`src/rtl/control_sequencer.sv`:
```
// ---------------------------------------------------------------------------
// control_sequencer
//
// Multi-cycle fetch/execute controller for the 13-bit accumulator CPU.
// Owns the program counter, addresses the synchronous program memory,
// holds the fetched word in the instruction register, inserts a wait
// cycle for data-memory operand reads, gates the decoder strobes down to a
// single EXEC cycle and executes the control-flow opcodes JMP, JZ, HALT.
//
// Ports
//   Clk             in   system clock, rising edge
//   nRst            in   asynchronous active-low reset
//   Start           in   leaves IDLE or HALT; ignored while running
//   PM_Addr         out  program-memory address (the PC)
//   PM_Ins          in   program-memory data, valid one cycle after PM_Addr
//   Ins             out  instruction register, feeds the decoder
//   Dec_Reg_CE      in   raw decoder register-file enable
//   Dec_Accu_CE     in   raw decoder accumulator enable
//   Dec_Carry_CE    in   raw decoder carry enable
//   Dec_DataMem_WE  in   raw decoder data-memory write enable
//   Reg_CE          out  gated register-file enable
//   Accu_CE         out  gated accumulator enable
//   Carry_CE        out  gated carry enable
//   DataMem_WE      out  gated data-memory write enable
//   Zero            in   accumulator == 0, sampled in EXEC
//   Running         out  high in FETCH, LATCH, MEMRD, EXEC
//   Halted          out  high in HALT
// ---------------------------------------------------------------------------
module control_sequencer #(
  parameter int PC_WIDTH  = 8,
  parameter int INS_WIDTH = 13
) (
  input  logic                 Clk,
  input  logic                 nRst,
  input  logic                 Start,
  output logic [PC_WIDTH-1:0]  PM_Addr,
  input  logic [INS_WIDTH-1:0] PM_Ins,
  output logic [INS_WIDTH-1:0] Ins,
  input  logic                 Dec_Reg_CE,
  input  logic                 Dec_Accu_CE,
  input  logic                 Dec_Carry_CE,
  input  logic                 Dec_DataMem_WE,
  output logic                 Reg_CE,
  output logic                 Accu_CE,
  output logic                 Carry_CE,
  output logic                 DataMem_WE,
  input  logic                 Zero,
  output logic                 Running,
  output logic                 Halted
);

  typedef enum logic [2:0] {
    ST_IDLE  = 3'd0,
    ST_FETCH = 3'd1,
    ST_LATCH = 3'd2,
    ST_MEMRD = 3'd3,
    ST_EXEC  = 3'd4,
    ST_HALT  = 3'd5
  } state_t;

  // Opcode field is the top five instruction bits; top two are the section.
  localparam logic [1:0] SEC_DM_ALU = 2'b01;
  localparam logic [4:0] OP_LD_DM   = 5'b11001;
  localparam logic [4:0] OP_JMP     = 5'b11101;
  localparam logic [4:0] OP_JZ      = 5'b11110;
  localparam logic [4:0] OP_HALT    = 5'b11111;

  localparam logic [PC_WIDTH-1:0]  PC_ZERO  = {PC_WIDTH{1'b0}};
  localparam logic [PC_WIDTH-1:0]  PC_ONE   = {{(PC_WIDTH-1){1'b0}}, 1'b1};
  localparam logic [INS_WIDTH-1:0] INS_ZERO = {INS_WIDTH{1'b0}};

  // Instructions whose operand comes from data memory need one extra
  // cycle so the synchronous data-memory read is valid in EXEC.
  function automatic logic needs_memrd(input logic [4:0] op);
    needs_memrd = (op[4:3] == SEC_DM_ALU) || (op == OP_LD_DM);
  endfunction

  state_t                 state_r;
  state_t                 state_s;
  logic [PC_WIDTH-1:0]    pc_r;
  logic [PC_WIDTH-1:0]    pc_s;
  logic [INS_WIDTH-1:0]   ir_r;
  logic [INS_WIDTH-1:0]   ir_s;

  logic [4:0]             ir_op_s;
  logic [4:0]             pm_op_s;
  logic [PC_WIDTH-1:0]    jump_target_s;
  logic [PC_WIDTH-1:0]    pc_inc_s;
  logic                   exec_s;

  assign ir_op_s       = ir_r[INS_WIDTH-1 -: 5];
  assign pm_op_s       = PM_Ins[INS_WIDTH-1 -: 5];
  assign jump_target_s = ir_r[PC_WIDTH-1:0];
  // Natural modulo-2^PC_WIDTH wrap, no overflow flag.
  assign pc_inc_s      = pc_r + PC_ONE;

  // State, program counter and instruction register.
  always_ff @(posedge Clk or negedge nRst) begin
    if (!nRst) begin
      state_r <= ST_IDLE;
      pc_r    <= PC_ZERO;
      ir_r    <= INS_ZERO;
    end else begin
      state_r <= state_s;
      pc_r    <= pc_s;
      ir_r    <= ir_s;
    end
  end

  // Next-state, next-PC and instruction-latch decision.
  always_comb begin
    state_s = state_r;
    pc_s    = pc_r;
    ir_s    = ir_r;
    case (state_r)
      ST_IDLE: begin
        pc_s = PC_ZERO;
        if (Start) begin
          state_s = ST_FETCH;
        end else begin
          state_s = ST_IDLE;
        end
      end
      ST_FETCH: begin
        // PM_Addr is already the PC; data arrives next cycle.
        state_s = ST_LATCH;
      end
      ST_LATCH: begin
        ir_s = PM_Ins;
        if (needs_memrd(pm_op_s)) begin
          state_s = ST_MEMRD;
        end else begin
          state_s = ST_EXEC;
        end
      end
      ST_MEMRD: begin
        state_s = ST_EXEC;
      end
      ST_EXEC: begin
        case (ir_op_s)
          OP_JMP: begin
            pc_s    = jump_target_s;
            state_s = ST_FETCH;
          end
          OP_JZ: begin
            // Zero still reflects the accumulator before this instruction.
            if (Zero) begin
              pc_s = jump_target_s;
            end else begin
              pc_s = pc_inc_s;
            end
            state_s = ST_FETCH;
          end
          OP_HALT: begin
            pc_s    = pc_r;
            state_s = ST_HALT;
          end
          default: begin
            pc_s    = pc_inc_s;
            state_s = ST_FETCH;
          end
        endcase
      end
      ST_HALT: begin
        if (Start) begin
          pc_s    = PC_ZERO;
          state_s = ST_FETCH;
        end else begin
          state_s = ST_HALT;
        end
      end
      default: begin
        state_s = ST_IDLE;
        pc_s    = PC_ZERO;
      end
    endcase
  end

  // Strobes follow the state register directly so an asynchronous reset
  // in the middle of EXEC drops them at once.
  assign exec_s     = (state_r == ST_EXEC);
  assign Reg_CE     = Dec_Reg_CE     & exec_s;
  assign Accu_CE    = Dec_Accu_CE    & exec_s;
  assign Carry_CE   = Dec_Carry_CE   & exec_s;
  assign DataMem_WE = Dec_DataMem_WE & exec_s;

  assign Running = (state_r == ST_FETCH) || (state_r == ST_LATCH) ||
                   (state_r == ST_MEMRD) || (state_r == ST_EXEC);
  assign Halted  = (state_r == ST_HALT);

  assign PM_Addr = pc_r;
  assign Ins     = ir_r;

endmodule

```
`config.mk`:
```
export PLATFORM = sky130hd
export DESIGN_NAME = control_sequencer
export DESIGN_NICKNAME = d
export VERILOG_FILES = /design/src/rtl/control_sequencer.sv
export SDC_FILE = /design/constraint.sdc
export NUM_CORES = 1
export LEC_CHECK = 0
export BUFFER_PORTS_ARGS = -buffer_cell sky130_fd_sc_hd__clkbuf_2
export CAP_MARGIN = 20
export CORE_UTILIZATION = 52
export DETAILED_ROUTE_END_ITERATION = 10
export PLACE_DENSITY = 0.95
export SLEW_MARGIN = 20
export SYNTH_ARGS = -nofsm -noshare
export SYNTH_HDL_FRONTEND = slang
export SYNTH_SLANG_ARGS = --single-unit
export TNS_END_PERCENT = 100
```
`constraint.sdc`:
```
create_clock -name Clk -period 2.4 [get_ports Clk]
set_clock_uncertainty 0.1 [all_clocks]
set_input_delay 0.24 -clock Clk [delete_from_list [all_inputs] [get_ports Clk]]
set_output_delay 0.24 -clock Clk [all_outputs]
set_load 0.05 [all_outputs]
```
==> results.yml <==
layout:
  multi_input_area_um2: 669.4
  drive_gt1_frac: 0.3855
  synthToLayoutAreaGrowth_pct: 23.80
  insertedDiodeCount: 0
  layout_commonest_cell: "clkbuf_2"
  final_area_um2: 1614
  final-seq-area_um2: 600.6
  final_cell_mix: "clkbuf_2, dfrtp_1, o21ai_0"
  num-fill-cells: 159
  post-route-util: 0.7026
  nets: 202
critical_path:
  path_max_fanout: 9
  cp-end-kind: "output pin"
  required_ns: 2.06
  critPathArrivalTime_ns: 1.72
  startpoint_type: "flip-flop"
  reg2reg_depth: 4
  timing.rr.end: "PM_Addr[7]$_DFFE_PN0P_"
  path_class: "reg2out"
  rrSetupSlack_ns: 0.59
  reg2reg_from: "Ins[11]$_DFFE_PN0P_"
clocking:
  cts_buffer_depth: 2
  htreeDepth: 1
  cts.sinks: 24
  cts.reportedPaths.clkPinSlew_ns: 0.14
  clock_latency_ns: 0.33
  cts_tree: "built"
  root_buffer: "clkbuf_4"
  cts_made_buffers: 3
sta:
  max_slew_margin: 0.6076
  finalSetupViolations: 0
  fin_setup_tns_ns: 0
  worstMarginPinSlew_ns: 0.5887
  hold_viol: 0
  fin_crit_ns: 2.059
  rsz0062_at_grt: "no"
  timing.final.crit_share: 0.8580
  fmax_mhz: 485.6
  slew_viol_final: 0
run:
  maxCapViolCount: 0
detailed_routing:
  met2_length_mm: 1.545
  via_per_inst: 5.860
  drt-met1-wl_mm: 1.301
  dr_wl_met3_um: 181
  vias: 1213
  postRouteAntennaNets: 0
  drc: 0
  top_layer: "met4"
  first_pass_iters: 4
  routed_wl_mm: 3.152
  routedWlPerCell_um: 15.23
  first_iter_violations: 19
floorplanning:
  dieHeight_um: 52.07
  coreArea_um2: 2297
  ioPinCount: 48
  die_x_um: 52.07
  initial_core_util: 0.5675
  rows: 17
  dieArea_um2: 2711
placed_design:
  port_buffers: 47
  post-dp-hpwl_mm: 2.131
  placed_area_um2: 1551
  gp_congestion: 0.8916
grt:
  grt_max_degree: 25
  grt-ovfl-total: 0
  grt_use_total: 0.2601
  grt_pass1_wl_mm: 5.064
  first_global_vias: 1128
  antenna_found_initial: 0
hold_path:
  hp-class: "in2reg"
  worstHoldStart: "PM_Ins[2]"
  worstHoldPathCells: 2
  hold_end: "Ins[2]$_DFFE_PN0P_"
logic_synthesis:
  synth_seq_area_share: 0.4607
  synthFlopType: "dfrtp_1"
  synth_fp_nets: 153
  synthDistinctLibCells: 30
  synth_area_per_cell_um2: 9.952
  ys_warn_count: 0
  ys_ff_latch: 24
  synthCells: 131
  synthesis.area_um2: 1304
  synthArstFlopShare: 1.000
  synth_edf_count: 0
pwr:
  power_w: 0.002457
  p_per_area_nw_per_um2: 1522
  p_leak_nw: 0.7656
  irDropWorstVdd_v: 0.001162
outcome:
  status: "complete, no violations"
## routing by layer
metal  global-route usage  up-vias
met3              0.04386       13
met2               0.4124       65
li1                     -      561
met4               0.1712        0
met5                    0        -
met1               0.3233      574
## final cells by class
cell class	instances	share of cell area
inverters	1	0.002326
well taps	28	0.02171
clock inverters	1	0.01860
multi-input cells	101	0.4147
repair buffers	49	0.1566
clock buffers	3	0.01395
flip-flops and latches	24	0.3721
## cells in the mapped netlist, types with 3 or more instances
| master | n | share of area |
|---|---|---|
| mux2_2 | 13 | 0.11 |
| nand2b_1 | 3 | 0.014 |
| buf_2 | 3 | 0.012 |
| and2_1 | 4 | 0.019 |
| mux2i_1 | 3 | 0.023 |
| dfrtp_1 | 24 | 0.46 |
| nand3_1 | 5 | 0.019 |
| nor2_1 | 11 | 0.032 |
| o21ai_0 | 15 | 0.058 |
| nor2b_1 | 4 | 0.019 |
| nand2_1 | 9 | 0.026 |
| nor3b_1 | 3 | 0.017 |
| a21oi_1 | 9 | 0.035 |
## sequential cells by signal, summed over array words and instances (netlist names)
| signal | flops |
|---|---|
| Ins | 13 |
| PM_Addr | 8 |
| state_r | 3 |
## cell families (layout without fill, tap and decap cells)
| logic type | after synthesis | after routing | share of synthesized area |
|---|---|---|---|
| XOR/XNOR | 3 | 3 | 0.02016 |
| AND/OR/NAND/NOR | 49 | 49 | 0.2073 |
| flip-flops | 24 | 24 | 0.4607 |
| AO/OA/AOI/OAI | 32 | 32 | 0.1411 |
| adder cells (fa/ha/maj) | 1 | 1 | 0.009595 |
| multiplexers | 16 | 16 | 0.1353 |
| buffers and inverters | 6 | 54 | 0.02590 |
## power breakdown
part | internal, W | switching (W) | leakage, nW
sequential | 0.000561 | 0.000220 | 0.301
combinational | 0.000422 | 0.000953 | 0.437
clock | 0.000169 | 0.000133 | 0.0279
## stage by stage
step | setup WS (ns) | hold slack (ns) | cells
3_5_place_dp | 0.6398 | 0.1684 | 202
3_3_place_gp | 0.6708 | 0.1592 | 202
2_1_floorplan | 0.3777 | -0.1556 | 131
4_1_cts | 0.3605 | 0.02276 | 207
5_1_grt | 0.2087 | 0.01369 | 207
6_report | 0.3408 | 0.02310 | 207
## worst max-delay path, cell delays in order, from the launching register on
cell      delay (ns)
dfrtp_1         0.51
nor3b_2         0.43
and2_1          0.19
clkbuf_2        0.27
## worst max path at each step
| stage | endpoint | slack (ns) | start |
|---|---|---|---|
| 2_1_floorplan | Halted | 0.38 | state_r[0]$_DFF_PN0_ |
| 3_3_place_gp | PM_Addr[7]$_DFFE_PN0P_ | 0.67 | Ins[11]$_DFFE_PN0P_ |
| 3_5_place_dp | PM_Addr[7]$_DFFE_PN0P_ | 0.64 | Ins[11]$_DFFE_PN0P_ |
| 4_1_cts | Accu_CE | 0.36 | state_r[2]$_DFF_PN0_ |
| 5_1_grt | DataMem_WE | 0.21 | state_r[2]$_DFF_PN0_ |
| 6_report | Accu_CE | 0.34 | state_r[2]$_DFF_PN0_ |
## repair_timing
| action | 4_1_cts | 5_1_grt |
|---|---|---|
| endpoints found under the setup margin | 0 | 0 |
| setup buffers | 0 | 0 |
| hold buffers | 1 | 0 |
| hold endpoints to repair | 24 | 0 |
| gates resized for setup | 0 | 0 |
Note: power is estimated with default switching activity, not from simulation.
